$ cat src/rtl/dds_tuning_if.sv
// Bus between the frequency comparator/host and the DDS tuning controller:
// loop controls and comparator verdict in, tuning word and NCO status out.
interface dds_tuning_if #(
  parameter int ACC_W = 24
);
  logic             Enable;
  logic             Slow;
  logic             Fast;
  logic [7:0]       Time_Frame;
  logic [ACC_W-1:0] FTW;
  logic             DDS_Out;
  logic             Locked;
  logic [1:0]       State;

  // master drives the comparator side, slave is the controller
  modport master (
    output Enable, Slow, Fast, Time_Frame,
    input  FTW, DDS_Out, Locked, State
  );

  modport slave (
    input  Enable, Slow, Fast, Time_Frame,
    output FTW, DDS_Out, Locked, State
  );
endinterface

$ cat src/rtl/dds_tuning_ctrl.sv
// PLL loop controller + NCO. Once per comparator frame the Slow/Fast verdict
// steps the frequency tuning word through a COARSE -> FINE -> LOCK search;
// a phase accumulator driven by the FTW produces DDS_Out.
module dds_tuning_ctrl #(
  parameter int               ACC_W        = 24,
  parameter logic [ACC_W-1:0] INIT_FTW     = 24'h100000,
  parameter logic [ACC_W-1:0] FTW_MIN      = 24'h000100,
  parameter logic [ACC_W-1:0] FTW_MAX      = 24'h7FFFFF,
  parameter logic [ACC_W-1:0] COARSE_STEP  = 24'h001000,
  parameter logic [ACC_W-1:0] FINE_STEP    = 24'h000040,
  parameter logic [7:0]       SAMPLE_FRAME = 8'd31,
  parameter int               LOCK_COUNT   = 4
) (
  input  logic         REF_Clk,
  input  logic         Reset,
  dds_tuning_if.slave  bus
);

  localparam int BAL_W = $clog2(LOCK_COUNT + 1);

  localparam logic [1:0] ST_IDLE   = 2'd0;
  localparam logic [1:0] ST_COARSE = 2'd1;
  localparam logic [1:0] ST_FINE   = 2'd2;
  localparam logic [1:0] ST_LOCK   = 2'd3;

  localparam logic [1:0] DIR_NONE = 2'd0;
  localparam logic [1:0] DIR_UP   = 2'd1;
  localparam logic [1:0] DIR_DN   = 2'd2;

  logic [ACC_W-1:0] acc_q, acc_d;
  logic             dds_q, dds_d;
  logic [ACC_W-1:0] ftw_q, ftw_d;
  logic             locked_q, locked_d;
  logic [1:0]       state_q, state_d;
  logic [BAL_W-1:0] bal_cnt_q, bal_cnt_d;
  logic             miss_cnt_q, miss_cnt_d;
  logic [1:0]       last_dir_q, last_dir_d;
  logic             eq_q, eq_d;

  logic dec_stb, is_up, is_dn, is_step, reversal;

  // Step in ACC_W+1 bits so neither direction can wrap, then saturate.
  function automatic logic [ACC_W-1:0] apply_step(input logic [ACC_W-1:0] ftw,
                                                  input logic [ACC_W-1:0] step,
                                                  input logic             up);
    logic [ACC_W:0] r;
    if (up) r = {1'b0, ftw} + {1'b0, step};
    else    r = {1'b0, ftw} - {1'b0, step};
    if (!up && r[ACC_W])         return FTW_MIN;
    if (r > {1'b0, FTW_MAX})     return FTW_MAX;
    if (r < {1'b0, FTW_MIN})     return FTW_MIN;
    return r[ACC_W-1:0];
  endfunction

  // Strobe on the first cycle of SAMPLE_FRAME only; a stalled counter gives one pulse.
  always_comb begin
    eq_d    = (bus.Time_Frame == SAMPLE_FRAME);
    dec_stb = eq_d & ~eq_q;
    is_up   = bus.Slow & ~bus.Fast;
    is_dn   = bus.Fast & ~bus.Slow;
    is_step = is_up | is_dn;
    reversal = ((last_dir_q == DIR_UP) && is_dn) || ((last_dir_q == DIR_DN) && is_up);
  end

  // NCO: free-running accumulator, wraps silently, runs in every state.
  always_comb begin
    acc_d = acc_q + ftw_q;
    dds_d = acc_d[ACC_W-1];
  end

  // Loop FSM; Enable low wins over any strobe in the same cycle.
  always_comb begin
    state_d    = state_q;
    ftw_d      = ftw_q;
    locked_d   = locked_q;
    bal_cnt_d  = bal_cnt_q;
    miss_cnt_d = miss_cnt_q;
    last_dir_d = last_dir_q;
    if (!bus.Enable) begin
      state_d    = ST_IDLE;
      ftw_d      = INIT_FTW;
      locked_d   = 1'b0;
      bal_cnt_d  = '0;
      miss_cnt_d = 1'b0;
      last_dir_d = DIR_NONE;
    end else begin
      case (state_q)
        ST_IDLE: begin
          state_d    = ST_COARSE;
          last_dir_d = DIR_NONE;
        end
        ST_COARSE: begin
          if (dec_stb) begin
            if (is_step) begin
              // a reversal means we bracketed the target: finish the frame with a fine step
              ftw_d      = apply_step(ftw_q, reversal ? FINE_STEP : COARSE_STEP, is_up);
              last_dir_d = is_up ? DIR_UP : DIR_DN;
              if (reversal) state_d = ST_FINE;
            end else begin
              state_d = ST_FINE;
            end
          end
        end
        ST_FINE: begin
          if (dec_stb) begin
            if (is_step) begin
              ftw_d     = apply_step(ftw_q, FINE_STEP, is_up);
              bal_cnt_d = '0;
            end else if (bal_cnt_q == BAL_W'(LOCK_COUNT - 1)) begin
              state_d    = ST_LOCK;
              locked_d   = 1'b1;
              bal_cnt_d  = '0;
              miss_cnt_d = 1'b0;
            end else begin
              bal_cnt_d = bal_cnt_q + 1'b1;
            end
          end
        end
        default: begin // ST_LOCK
          if (dec_stb) begin
            if (is_step) begin
              ftw_d = apply_step(ftw_q, FINE_STEP, is_up);
              // one miss is tolerated; two in a row drop back to FINE
              if (miss_cnt_q) begin
                state_d    = ST_FINE;
                locked_d   = 1'b0;
                miss_cnt_d = 1'b0;
              end else begin
                miss_cnt_d = 1'b1;
              end
            end else begin
              miss_cnt_d = 1'b0;
            end
          end
        end
      endcase
    end
  end

  // State registers with asynchronous active-high reset.
  always_ff @(posedge REF_Clk or posedge Reset) begin
    if (Reset) begin
      acc_q      <= '0;
      dds_q      <= 1'b0;
      ftw_q      <= INIT_FTW;
      locked_q   <= 1'b0;
      state_q    <= ST_IDLE;
      bal_cnt_q  <= '0;
      miss_cnt_q <= 1'b0;
      last_dir_q <= DIR_NONE;
      eq_q       <= 1'b0;
    end else begin
      acc_q      <= acc_d;
      dds_q      <= dds_d;
      ftw_q      <= ftw_d;
      locked_q   <= locked_d;
      state_q    <= state_d;
      bal_cnt_q  <= bal_cnt_d;
      miss_cnt_q <= miss_cnt_d;
      last_dir_q <= last_dir_d;
      eq_q       <= eq_d;
    end
  end

  assign bus.FTW     = ftw_q;
  assign bus.DDS_Out = dds_q;
  assign bus.Locked  = locked_q;
  assign bus.State   = state_q;

endmodule
$ cat src/flat_wrapper.sv
// flat-port wrapper written by rule: the top's interface ports become plain ports
module dds_tuning_ctrl_flat 
#(
  parameter int               ACC_W        = 24,
  parameter logic [ACC_W-1:0] INIT_FTW     = 24'h100000,
  parameter logic [ACC_W-1:0] FTW_MIN      = 24'h000100,
  parameter logic [ACC_W-1:0] FTW_MAX      = 24'h7FFFFF,
  parameter logic [ACC_W-1:0] COARSE_STEP  = 24'h001000,
  parameter logic [ACC_W-1:0] FINE_STEP    = 24'h000040,
  parameter logic [7:0]       SAMPLE_FRAME = 8'd31,
  parameter int               LOCK_COUNT   = 4
)
  (REF_Clk, Reset, bus_Enable, bus_Slow, bus_Fast, bus_Time_Frame, bus_FTW, bus_DDS_Out, bus_Locked, bus_State);
  dds_tuning_if #(.ACC_W(ACC_W)) bus_i ();
  input  logic REF_Clk;
  input  logic Reset;
  input wire logic [$bits(bus_i.Enable)-1:0] bus_Enable;
  input wire logic [$bits(bus_i.Slow)-1:0] bus_Slow;
  input wire logic [$bits(bus_i.Fast)-1:0] bus_Fast;
  input wire logic [$bits(bus_i.Time_Frame)-1:0] bus_Time_Frame;
  output wire logic [$bits(bus_i.FTW)-1:0] bus_FTW;
  output wire logic [$bits(bus_i.DDS_Out)-1:0] bus_DDS_Out;
  output wire logic [$bits(bus_i.Locked)-1:0] bus_Locked;
  output wire logic [$bits(bus_i.State)-1:0] bus_State;
  assign bus_i.Enable = bus_Enable;
  assign bus_i.Slow = bus_Slow;
  assign bus_i.Fast = bus_Fast;
  assign bus_i.Time_Frame = bus_Time_Frame;
  assign bus_FTW = bus_i.FTW;
  assign bus_DDS_Out = bus_i.DDS_Out;
  assign bus_Locked = bus_i.Locked;
  assign bus_State = bus_i.State;
  dds_tuning_ctrl #(.ACC_W(ACC_W), .INIT_FTW(INIT_FTW), .FTW_MIN(FTW_MIN), .FTW_MAX(FTW_MAX), .COARSE_STEP(COARSE_STEP), .FINE_STEP(FINE_STEP), .SAMPLE_FRAME(SAMPLE_FRAME), .LOCK_COUNT(LOCK_COUNT)) u_core (.REF_Clk(REF_Clk), .Reset(Reset), .bus(bus_i));
endmodule
$ cat config.mk
export PLATFORM = sky130hd
export DESIGN_NAME = dds_tuning_ctrl_flat
export DESIGN_NICKNAME = d
export VERILOG_FILES = /design/src/rtl/dds_tuning_if.sv /design/src/rtl/dds_tuning_ctrl.sv /design/src/flat_wrapper.sv
export SDC_FILE = /design/constraint.sdc
export NUM_CORES = 1
export LEC_CHECK = 0
export ABC_AREA = 1
export BUFFER_PORTS_ARGS = -buffer_cell sky130_fd_sc_hd__buf_2
export CAP_MARGIN = 0
export CORE_ASPECT_RATIO = 0.75
export CORE_MARGIN = 2
export CORE_UTILIZATION = 45
export CTS_BUF_LIST = sky130_fd_sc_hd__clkbuf_16
export CTS_CLUSTER_SIZE = 30
export DETAILED_ROUTE_END_ITERATION = 8
export GPL_TIMING_DRIVEN = 0
export PLACE_DENSITY = 0.66
export SYNTH_ARGS = -nofsm -noshare
export SYNTH_HDL_FRONTEND = slang
export SYNTH_SLANG_ARGS = --single-unit
$ cat constraint.sdc
create_clock -name REF_Clk -period 2.8 [get_ports REF_Clk]
set_input_delay 0.42 -clock REF_Clk [delete_from_list [all_inputs] [get_ports REF_Clk]]
set_output_delay 0.42 -clock REF_Clk [all_outputs]
set_load 0.02 [all_outputs]
==> flow_summary.ini <==
[floorplan]
dieWidth_um = 133
start_util_pct = 45.9
ios = 41
coreArea_um2 = 12300
die_height_um = 101
rows = 35
dieArea_um2 = 13400

[clock_network]
clk_pin_slew_worst_paths_ns = 0.07
cts-root-buf = clkbuf_16
clock_path_buffers = 2
cts.sinks = 53
insertion_delay_ns = 0.29
hold_buffers = 0
numCtsBuffers = 5
cts_htree_levels = 2
cts_tree = done

[global_route]
grt_pass1_wl_mm = 28.2
gr-total-overflow = 0
track_usage_pct = 26.8
antenna_found_initial = 0
grt_max_degree = 30
grt_pass1_vias = 5468

[finish]
drive_above_1_share_pct = 27.1
multi_input_area_um2 = 4530
fin_cells = 1117
num-nets-final = 1022
diodes = 0
finish.utilization_pct = 60.2
seqCellArea_um2 = 1330
fillers = 1145
area_delta_synth_final_pct = 31.1

[yosys]
synth_nets = 940
synthFlopType = dfrtp_1
avgSynthCellArea_um2 = 6.49
post_synth_instance_area_um2 = 5630
synth_edf_count = 0
syn_inst = 868
ys_seq_area_share_pct = 23.6
ys_ff_latch = 53
async_reset_ff_share_pct = 100
synth_warnings = 0
synth_cell_type_count = 45

[drt]
dr.pass1.iters = 5
drc_errors = 0
wl_per_cell_um = 16.1
drt_wl_total_mm = 18.0
num_vias = 6056
ant_nets = 0
via_per_inst = 5.42
drt_iter0_drc = 495

[setup_path]
endpoint_kind = register
cp.arrival_ns = 3.31
worstPathMaxFanout = 6
crit_required_ns = 3.03
worstSetupPathType = input pin to register
ff2ff_path_depth = 17
cp-start-kind = input pin
reg2reg_slack_ns = -0.19
r2r_end = u_core.bus.FTW[8]
r2r_start = u_core.last_dir_q[1]

[sta]
fmax_ghz = 0.325
setup_slack_ns = -0.274
setup_viol = 18
relSlewSlack_pct = 63.7
max_slew.worst_pin.slew_ns = 0.543
hold_violations = 0
rsz0062_at_grt = yes
post-route-period-util_pct = 110
drv_slew = 0
clock_skew_ns = 0.00715
period_minus_slack_ns = 3.07

[run]
maxCapViolCount = 0

[outcome]
outcome = finished, violations left
violations = negative setup slack

[place]
gp_congestion = 0.986
io_buffers = 39
dp.cells = 1074
dpl.hpwl_mm = 13.5

[hold_path]
hp-class = input pin to async pin
[layout by cell type, fill, tap and decap left out, types with 6 or more instances in the layout]
cell type | Yosys | final
nand2_1 | 236 | 205
inv_1 | 128 | 116
nor2_1 | 79 | 60
nand3_1 | 72 | 53
dfrtp_1 | 52 | 49
a21oi_1 | 59 | 44
buf_2 | 1 | 38
o21ai_0 | 41 | 35
ha_1 | 56 | 35
buf_4 | 8 | 33
nand2_2 | 10 | 28
nand4_1 | 25 | 25
ha_4 | 0 | 18
xor2_1 | 19 | 17
nand3_2 | 1 | 16
nand2_4 | 2 | 15
nor2_2 | 4 | 14
inv_2 | 4 | 13
o21ai_1 | 9 | 13
a21oi_2 | 4 | 12
nor2_4 | 0 | 9
xnor2_1 | 10 | 9
a21oi_4 | 0 | 7
nor3_1 | 8 | 6
buf_6 | 1 | 6
clkbuf_16 | 0 | 6
[critical path, stage by stage]
cell,delay (ns)
buf_12,0.11
inv_12,0.04
ha_4,0.16
clkinvlp_4,0.18
o31ai_4,0.25
buf_6,0.17
ha_4,0.15
fa_2,0.27
buf_6,0.12
nand3_2,0.08
nand2_2,0.10
a21oi_2,0.06
ha_1,0.28
a21boi_4,0.18
o21ai_4,0.13
nor2_4,0.11
nand3_2,0.11
a21oi_4,0.21
nand2_2,0.09
nand2_2,0.06
[final cells by class]
cell class              count  share of cell area [%]
well taps                 166                    2.81
clock buffers               5                    1.69
inverters                 132                    6.96
clock inverters             3                   0.237
repair inverters            1                   0.102
flip-flops and latches     53                    18.0
plain buffers              12                    1.32
repair buffers             74                    7.57
multi-input cells         671                    61.3
[state kept, by name, summed over array words and instances, names as in the netlist]
signal	count
u_core.bal_cnt_q	3
u_core.eq_q	1
u_core.bus.FTW	19
u_core.acc_q	24
u_core.miss_cnt_q	1
u_core.bus.State	2
u_core.bus.Locked	1
u_core.last_dir_q	2
[synthesized netlist by cell type (8+ instances only)]
cell type / count / area share (%)
o21ai_1: 9 / 0.80
o21ai_0: 41 / 3.6
nand2_1: 236 / 16
buf_4: 8 / 1.1
dfrtp_1: 52 / 23
xor2_1: 19 / 3.0
nor3_1: 8 / 0.71
xnor2_1: 10 / 1.6
nand4_1: 25 / 2.8
ha_1: 56 / 12
a21oi_1: 59 / 5.2
nand2_2: 10 / 1.1
nand3_1: 72 / 6.4
nor2_1: 79 / 5.3
inv_1: 128 / 8.5
[per-layer routing]
| layer | global-route usage [%] | vias up | wire length (um) |
|---|---|---|---|
| met5 | 0 | - | 0 |
| met4 | 4.83 | 0 | 312 |
| met3 | 6.28 | 29 | 1630 |
| met2 | 39.5 | 231 | 7260 |
| met1 | 40.3 | 2792 | 8820 |
| li1 | - | 3004 | - |
[worst max path at each step]
stage              from                  to
2_1_floorplan  bus_Fast   u_core.bus.FTW[4]
3_3_place_gp   bus_Fast  u_core.bus.FTW[11]
3_5_place_dp   bus_Fast  u_core.bus.FTW[11]
5_1_grt        bus_Fast   u_core.bus.FTW[8]
6_report       bus_Fast   u_core.bus.FTW[8]
4_1_cts        bus_Fast   u_core.bus.FTW[8]
[timing repair]
action | CTS | global route
buffers inserted | 22 | 11
resized for setup | 97 | 84
pin swaps | 33 | 25
cloned | 1 | 1
setup endpoints to repair | 20 | 20
[stage by stage]
stage	TNS (ns)	setup slack (ns)	area, um^2	hold slack [ns]
after global placement	-23.21	-1.34	6130	0.454
after floorplan	-4.36	-0.281	5730	0.443
final	-3.20	-0.274	7390	0.166
after global routing	-5.45	-0.411	7390	0.218
after CTS	-1.23	-0.207	6940	0.183
after detailed placement	-23.03	-1.36	6150	0.461
[cells by family (layout without fill, tap and decap cells)]
group	Yosys count	in the layout	share of synthesized area, %
simple gates	452	452	35.2
flops	53	53	23.6
xor+xnor	29	29	4.51
buf+inv	144	227	10.3
fa+ha+maj	59	59	13.5
compound gates	131	131	12.9
Power is not shown: default switching activity piles up to over one toggle a cycle in this logic, so the estimate is an artifact.
